File: src/rtl/writeback_unit_pkg.sv
// Shared definitions for the writeback sequencer: writeback source codes,
// load funct3 codes and the sequencer state encoding.
package writeback_unit_pkg;

  localparam logic [2:0] WB_ALU   = 3'd0;
  localparam logic [2:0] WB_MEM   = 3'd1;
  localparam logic [2:0] WB_PC4   = 3'd2;
  localparam logic [2:0] WB_IMM   = 3'd3;
  localparam logic [2:0] WB_AUIPC = 3'd4;
  localparam logic [2:0] WB_NONE  = 3'd7;

  localparam logic [2:0] F3_LB  = 3'b000;
  localparam logic [2:0] F3_LH  = 3'b001;
  localparam logic [2:0] F3_LW  = 3'b010;
  localparam logic [2:0] F3_LBU = 3'b100;
  localparam logic [2:0] F3_LHU = 3'b101;

  typedef enum logic [1:0] {
    IDLE,
    WAIT_MEM,
    WRITE
  } wb_state_t;

endpackage

File: src/rtl/load_extend.sv
// Combinational load formatter: picks the addressed byte/halfword out of the
// memory word, extends it per funct3 and flags misaligned accesses.
module load_extend
  import writeback_unit_pkg::*;
(
  input  logic [31:0] mem_rdata,
  input  logic [1:0]  off,
  input  logic [2:0]  funct3,
  output logic [31:0] ext_data,
  output logic        misalign
);

  logic [7:0]  byte_sel;
  logic [15:0] half_sel;

  always_comb begin
    byte_sel = mem_rdata[7:0];
    case (off)
      2'd0: byte_sel = mem_rdata[7:0];
      2'd1: byte_sel = mem_rdata[15:8];
      2'd2: byte_sel = mem_rdata[23:16];
      2'd3: byte_sel = mem_rdata[31:24];
      default: byte_sel = mem_rdata[7:0];
    endcase
    half_sel = off[1] ? mem_rdata[31:16] : mem_rdata[15:0];
  end

  // Unknown funct3 codes behave exactly like LW, including the alignment rule.
  always_comb begin
    ext_data = mem_rdata;
    misalign = 1'b0;
    case (funct3)
      F3_LB: begin
        ext_data = {{24{byte_sel[7]}}, byte_sel};
      end
      F3_LBU: begin
        ext_data = {24'd0, byte_sel};
      end
      F3_LH: begin
        ext_data = {{16{half_sel[15]}}, half_sel};
        misalign = off[0];
      end
      F3_LHU: begin
        ext_data = {16'd0, half_sel};
        misalign = off[0];
      end
      default: begin
        ext_data = mem_rdata;
        misalign = (off != 2'd0);
      end
    endcase
  end

endmodule

File: src/rtl/writeback_unit.sv
// Writeback sequencer: selects the result source, waits for memory on loads
// and presents exactly one single-cycle register file write per instruction.
module writeback_unit
  import writeback_unit_pkg::*;
(
  input  logic        clk,
  input  logic        reset,
  input  logic        start,
  input  logic [2:0]  wb_sel,
  input  logic [4:0]  rd_in,
  input  logic [2:0]  funct3,
  input  logic [31:0] alu_result,
  input  logic [31:0] pc,
  input  logic [31:0] imm,
  input  logic [31:0] mem_rdata,
  input  logic        mem_valid,
  output logic [4:0]  rd,
  output logic [2:0]  wb_op,
  output logic [31:0] wb_data,
  output logic        busy,
  output logic        done,
  output logic        misalign
);

  wb_state_t   state, state_n;
  logic [4:0]  rd_q, rd_q_n;
  logic [2:0]  funct3_q, funct3_q_n;
  logic [1:0]  off_q, off_q_n;
  logic        mis_q, mis_q_n;

  logic [4:0]  rd_n;
  logic [2:0]  wb_op_n;
  logic [31:0] wb_data_n;
  logic        done_n, misalign_n;

  logic [31:0] src_data;
  logic [2:0]  src_op;
  logic [1:0]  ext_off;
  logic [2:0]  ext_funct3;
  logic [31:0] ext_data;
  logic        ext_misalign;

  // The single formatter sees the live request in IDLE (alignment check on
  // entry) and the latched request in WAIT_MEM (data extraction).
  assign ext_off    = (state == IDLE) ? alu_result[1:0] : off_q;
  assign ext_funct3 = (state == IDLE) ? funct3 : funct3_q;

  load_extend u_load_extend (
    .mem_rdata (mem_rdata),
    .off       (ext_off),
    .funct3    (ext_funct3),
    .ext_data  (ext_data),
    .misalign  (ext_misalign)
  );

  always_comb begin
    src_data = 32'd0;
    src_op   = WB_NONE;
    case (wb_sel)
      WB_ALU:   begin src_data = alu_result; src_op = WB_ALU;   end
      WB_PC4:   begin src_data = pc + 32'd4; src_op = WB_PC4;   end
      WB_IMM:   begin src_data = imm;        src_op = WB_IMM;   end
      WB_AUIPC: begin src_data = pc + imm;   src_op = WB_AUIPC; end
      default:  begin src_data = 32'd0;      src_op = WB_NONE;  end
    endcase
  end

  // Next-state and next-output logic; outputs default to the idle pattern so
  // the register file only sees a write while in WRITE.
  always_comb begin
    state_n    = state;
    rd_q_n     = rd_q;
    funct3_q_n = funct3_q;
    off_q_n    = off_q;
    mis_q_n    = mis_q;
    rd_n       = 5'd0;
    wb_op_n    = WB_NONE;
    wb_data_n  = 32'd0;
    done_n     = 1'b0;
    misalign_n = 1'b0;
    case (state)
      IDLE: begin
        if (start) begin
          if (wb_sel == WB_MEM) begin
            state_n    = WAIT_MEM;
            rd_q_n     = rd_in;
            funct3_q_n = funct3;
            off_q_n    = alu_result[1:0];
            mis_q_n    = ext_misalign;
          end else begin
            state_n   = WRITE;
            rd_n      = rd_in;
            wb_data_n = src_data;
            wb_op_n   = (rd_in == 5'd0) ? WB_NONE : src_op;
            done_n    = 1'b1;
          end
        end
      end
      WAIT_MEM: begin
        if (mem_valid) begin
          state_n    = WRITE;
          rd_n       = rd_q;
          wb_data_n  = ext_data;
          wb_op_n    = (mis_q || rd_q == 5'd0) ? WB_NONE : WB_MEM;
          done_n     = 1'b1;
          misalign_n = mis_q;
          mis_q_n    = 1'b0;
        end
      end
      WRITE: begin
        state_n = IDLE;
      end
      default: begin
        state_n = IDLE;
      end
    endcase
  end

  always_ff @(posedge clk or negedge reset) begin
    if (!reset) begin
      state    <= IDLE;
      rd_q     <= 5'd0;
      funct3_q <= 3'd0;
      off_q    <= 2'd0;
      mis_q    <= 1'b0;
      rd       <= 5'd0;
      wb_op    <= WB_NONE;
      wb_data  <= 32'd0;
      busy     <= 1'b0;
      done     <= 1'b0;
      misalign <= 1'b0;
    end else begin
      state    <= state_n;
      rd_q     <= rd_q_n;
      funct3_q <= funct3_q_n;
      off_q    <= off_q_n;
      mis_q    <= mis_q_n;
      rd       <= rd_n;
      wb_op    <= wb_op_n;
      wb_data  <= wb_data_n;
      busy     <= (state_n != IDLE);
      done     <= done_n;
      misalign <= misalign_n;
    end
  end

endmodule
File: config.mk
export PLATFORM = sky130hd
export DESIGN_NAME = writeback_unit
export DESIGN_NICKNAME = d
export VERILOG_FILES = /design/src/rtl/writeback_unit_pkg.sv /design/src/rtl/load_extend.sv /design/src/rtl/writeback_unit.sv
export SDC_FILE = /design/constraint.sdc
export NUM_CORES = 1
export LEC_CHECK = 0
export BUFFER_PORTS_ARGS = -buffer_cell sky130_fd_sc_hd__buf_2
export CORE_UTILIZATION = 40
export DETAILED_ROUTE_END_ITERATION = 10
export GPL_TIMING_DRIVEN = 0
export PLACE_DENSITY = 0.66
export SLEW_MARGIN = 10
export SYNTH_ARGS = -nofsm -noshare
export SYNTH_HDL_FRONTEND = slang
export SYNTH_SLANG_ARGS = --single-unit
File: constraint.sdc
create_clock -name clk -period 3.5 [get_ports clk]
set_input_delay 0.175 -clock clk [delete_from_list [all_inputs] [get_ports clk]]
set_output_delay 0.175 -clock clk [all_outputs]
set_load 0.01 [all_outputs]
## After elaboration in Yosys (flattened, before gate mapping)

Index checks and enable logic that the tools add are counted.

| storage, ports and cells | value |
|---|---|
| flip-flop bits (word level) | 56 |
| bits in latches | 0 |
| RAM bits | 0 |
| bits in read-only memories | 0 |
| output and inout port bits | 43 |
| logic and storage cells | 77 |
| memories | 0 |

| operators by class | value |
|---|---|
| add/subtract/negate cells | 2 |
| $mul | 0 |
| divide/modulo/power cells | 0 |
| order comparisons | 0 |
| equal/unequal tests | 14 |
| shift-type cells | 0 |
| muxes and demuxes | 36 |
| bitwise operators | 0 |
| reduce and logical (&&, ||, !) cells | 14 |

Operator list:

| operator | number |
|---|---|
| 32-bit one-hot mux with 4 select lines | 2 |
| 32-bit 2-to-1 mux | 3 |
| 32-bit one-hot mux with 2 select lines | 1 |
| 32-bit by 3-bit adder with 32-bit output (second input constant) | 1 |
| 32-bit adder | 1 |
| 8-bit one-hot mux with 4 select lines | 1 |
| 3-bit 2-to-1 mux | 6 |
| 16-bit 2-to-1 mux | 1 |
| 5-bit 2-to-1 mux | 3 |
| 3-bit one-hot mux with 4 select lines | 1 |
| 5-bit zero test | 2 |
| 5-bit one-hot mux with 2 select lines | 1 |
| 3-bit equality test (second input constant) | 3 |
| 1-bit 2-to-1 mux | 8 |
| 2-bit 2-to-1 mux | 4 |
| 3-bit by 1-bit equality test with 1-bit output (second input constant) | 2 |
| 3-bit by 2-bit equality test with 1-bit output (second input constant) | 2 |
| 3-bit zero test | 2 |
| 1-bit one-hot mux with 2 select lines | 3 |
| 3-bit one-hot mux with 2 select lines | 1 |
| 2-bit nonzero test | 3 |
| 2-bit by 1-bit equality test with 1-bit output (second input constant) | 2 |
| 2-bit equality test (second input constant) | 2 |
| 2-bit zero test | 2 |
| 7 further kinds | 9 |

## Depth between registers and ports, before layout

| depth | value |
|---|---|
| depth after elaboration | 8 |
| mapped depth | 12 |

## Cells and area by module

Synthesis repeated with hierarchy kept, for this count alone.

| second synthesis, totals | value |
|---|---|
| cell total of the unflattened synthesis | 724 |
| area, all modules | 5,954.5 um^2 |

By module, submodules not included:

| module | instances | cells an instance | area each (um^2) | seq. area each (um^2) |
|---|---|---|---|---|
| writeback_unit | 1 | 597 | 5,081.1 | 1,405.1 |
| load_extend | 1 | 127 | 873.3 | 0.0 |

## Worst setup path before layout

Ideal clock, no wire load.

| timing path | value |
|---|---|
| path kind | input to register |
| start | input port pc[0] |
| end | register wb_data[26] |
| data arrival time | 2.571 ns |
| required time | 3.374 ns |
| setup slack | 0.803 ns |
| stages on the path | 12 |
| buffers on the path | 0 |
| cell sequence | ha_1 inv_1 fa_1 nor2b_4 o31a_1 o311a_1 o2111ai_2 a31oi_2 a41oi_2 o41ai_1 xor2_1 a221o_1 |

| between the ends | value |
|---|---|
| word-level cells in the longest chain between the ends | 5 |

RTL lines:

| item | RTL line | text |
|---|---|---|
| from (decl) | writeback_unit.sv:13 | `input logic [31:0] pc,` |
| 32-bit adder or 32-bit by 3-bit adder with 32-bit output (tied branches) | writeback_unit.sv:63, writeback_unit.sv:61 |  |
| 32-bit one-hot mux with 4 select lines (*) | writeback_unit.sv:59 | `case (wb_sel)` |
| 32-bit 2-to-1 mux (*) | writeback_unit.sv:84 | `if (wb_sel == WB_MEM) begin` |
| 32-bit 2-to-1 mux (*) | writeback_unit.sv:83 | `if (start) begin` |
| 32-bit one-hot mux with 2 select lines (*) | writeback_unit.sv:81 | `case (state)` |
| net wb_data_n[26] | writeback_unit.sv:33 | `logic [31:0] wb_data_n;` |
| to (signal assigned) | writeback_unit.sv:140 | `wb_data <= wb_data_n;` |
| to (decl) | writeback_unit.sv:19 | `output logic [31:0] wb_data,` |

Mark *: on every way through the listed nets, which the timed path passes. The rest lies on a longest branch.
A chain may end at the register's enable or synchronous reset.

## Final worst setup path

Same ends and word-level chain as after synthesis.

==> out/results.txt <==
async set or reset register ratio after synthesis - 100%
drt first pass iters - 6
clock tree buffer depth - 2
RR Endpoint - wb_data[15]
power consumption - 0.00224 W
final setup fails - 0
area of all sequential standard cells - 1410 sq um
area of the multi-input gates - 3990 sq um
Avg Inst Size Synth - 8.09 sq um
Remaining Overflow, GRT - 0
Via Count - 6,286
period utilization - 84.1%
clk slew on worst S/H paths - 70 ps
Leak - 3.19 nW
Cell Pwr Density - 324 nW/um^2
final slew viol count - 0
number of enable flip-flop cells after synthesis - 0
simple-gate area share of the yosys netlist - 18.0%
Synth Instances - 690
initial antenna violation count - 1
vias in the first global route - 5,882
XOR/XNOR Fraction of Synth Area - 8.47%
crit path capture type - flip-flop
Max Clock Skew - 11.7 ps
largest family of logic cells by synthesized area - compound AO/OA/AOI/OAI gates
Critical Path RT - 3690 ps
critical path class - input pin to flip-flop
fill count - 1,359
most frequent cells in the layout - buf_2 (187), nand2_1 (62), dfrtp_1 (53)
Netlist cell types - 71
crit path capture - wb_data[26]
Rows - 42
worst hold path class - input pin to flip-flop
Reg-to-Reg Start - state[0]
TNS Setup - 0 ps
Critical Path AT - 3140 ps
CTS sink cnt - 56
Worst-Margin Slew - 741 ps
Post-route DRC - 0
Starting Density - 41.5%
final hold slack - 75.4 ps
FF-to-FF path depth - 6
largest net degree at the start of global routing - 57
worst-path fanout max - 3
# nets final - 1,059
endpoints failing hold - 0
I/O pin cnt - 186
Post-Syn Nets - 866
Max VDD drop - 0.197 mV
Port Buffer Count - 185
DP Area - 6730 sq um
root buffer cell - clkbuf_16
run status - complete, no violations
top_reg_cell synth - dfrtp_1
setup ws final - 558 ps
die height - 120 um
TritonCTS clock tree - yes
post-route ant nets - 0
Slew headroom - 49.2%
Die Wd - 120 um
RePlAce Congestion - 0.989
sequential area share after synthesis - 25.2%
# Max-Cap Violations - 0
compound-gate portion of the synthesized area - 31.5%
adder-cell share of the synthesized area - 7.53%
CTS H-tree lvls - 2
RSZ-0062 raised after global routing - no
CP startpoint kind - input pin
Initial DRC Count - 524
finished layout cell area - 6890 sq um
Total Routing Usage GR - 29.9%
share of cells above drive strength 1 - 25.2%
register bit total from synthesis - 56
Area Overhead vs Synth - 23.4%
most common cell after layout, fill and taps aside - buf_2
mux cell area share after synthesis - 5.94%
Via density - 5.93
# diodes - 0
routed len/inst - 20.2 um
post-DP HPWL - 17,100 um
Final min period - 2940 ps
synthesized area - 5590 sq um
Synth Warn # - 0
first-pass GRT wire length - 32,800 um
pre-CTS WS - 264 ps
fmax - 340 MHz
drt total wl - 21,400 um
Critical path origin - pc[0]
die area - 14,400 sq um
clock latency on the worst-skew pair - 320 ps
CTS buffer count - 5
r2r setup slk - 610 ps
Core Area - 13,500 sq um
-- where the power goes --
part / total (W) / leakage, nW / internal [W] / switching (W)
clock network: 0.000548 / 0.0702 / 0.000269 / 0.000280
logic: 0.000928 / 2.38 / 0.000372 / 0.000556
registers: 0.000759 / 0.739 / 0.000715 / 0.0000441
-- final cells by class --
class | count | area share (%)
timing repair buffer | 186 | 13.6
sequential | 56 | 20.4
buffer | 38 | 2.12
clock buffer | 5 | 1.82
inverter | 11 | 0.599
multi-input combinational | 585 | 57.9
tap | 176 | 3.20
clock inverter | 3 | 0.309
-- cells by family after synthesis --
| group | after synthesis |
|---|---|
| fa+ha+maj | 33 |
| flops | 56 |
| compound gates | 261 |
| xor+xnor | 54 |
| buf+inv | 49 |
| simple gates | 207 |
| mux | 30 |
-- synthesized netlist by cell type (all sizes together), types with 4 or more instances --
cell / instances / area share (%)
o21ai: 77 / 6.9
nand2: 62 / 4.2
dfrtp: 53 / 24
nor2: 52 / 3.6
a21oi: 41 / 3.7
clkbuf: 33 / 2.2
ha: 32 / 7.2
xnor2: 27 / 4.2
xor2: 27 / 4.2
a22oi: 25 / 3.4
a21o: 21 / 2.8
nand3: 19 / 1.7
nand4: 16 / 1.8
mux2: 15 / 3.0
mux2i: 15 / 2.9
nor3: 15 / 1.4
o221ai: 12 / 1.9
inv: 11 / 0.74
o211ai: 11 / 1.5
nand2b: 9 / 1.0
o21a: 9 / 1.2
a221o: 8 / 1.4
a22o: 8 / 1.3
and2: 7 / 0.78
o22ai: 7 / 0.78
a211oi: 5 / 0.67
buf: 5 / 0.40
o2111ai: 5 / 0.90
or2: 5 / 0.56
a31oi: 4 / 0.56
and3: 4 / 0.45
nor2b: 4 / 0.58
-- critical path: stages --
cell and delay [ps]:
buf_2 100, ha_1 160, inv_1 60, fa_1 440
nor2b_4 140, o31a_1 190, o311a_1 200, o2111ai_2 170
a31oi_2 280, a41oi_2 200, o41ai_1 480, xor2_1 170
a221o_1 370
-- how the worst min path moves through the flow --
| stage | from | endpoint | cells after the start |
|---|---|---|---|
| 6_report | mem_valid | state[0] | 2 |
| 5_1_grt | mem_valid | state[0] | 2 |
| 4_1_cts | mem_valid | state[0] | 2 |
| 3_5_place_dp | reset | rd[0] | 1 |
| 3_3_place_gp | mem_valid | state[0] | 2 |
| 2_1_floorplan | reset | busy | 0 |
-- per-layer routing --
layer | part of all wire, % | track usage [%] | routed length (um)
met5 | 0 | 0 | 0
met4 | 3.6 | 11.3 | 767
met3 | 8.2 | 4.66 | 1750
met2 | 44 | 46.6 | 9360
met1 | 45 | 41.3 | 9530
-- flip-flops by register name, indices dropped and copies added (netlist names) --
| name | flops |
|---|---|
| busy | 1 |
| done | 1 |
| funct3_q | 3 |
| mis_q | 1 |
| misalign | 1 |
| off_q | 2 |
| rd | 5 |
| rd_q | 5 |
| state | 2 |
| wb_data | 32 |
| wb_op | 3 |
-- per-stage QoR --
stage	utilization [%]	instances
floorplan	-	690
global placement	50.0	1051
detailed placement	50.1	1051
CTS	51.2	1060
global route	51.2	1060
finish	51.2	1060
-- repair_timing --
item,CTS,global route
resized for setup,0,0
hold buffers,1,0
endpoints found under the hold margin,53,0
setup buffers,0,0
Power figures use the tool's default switching activity.
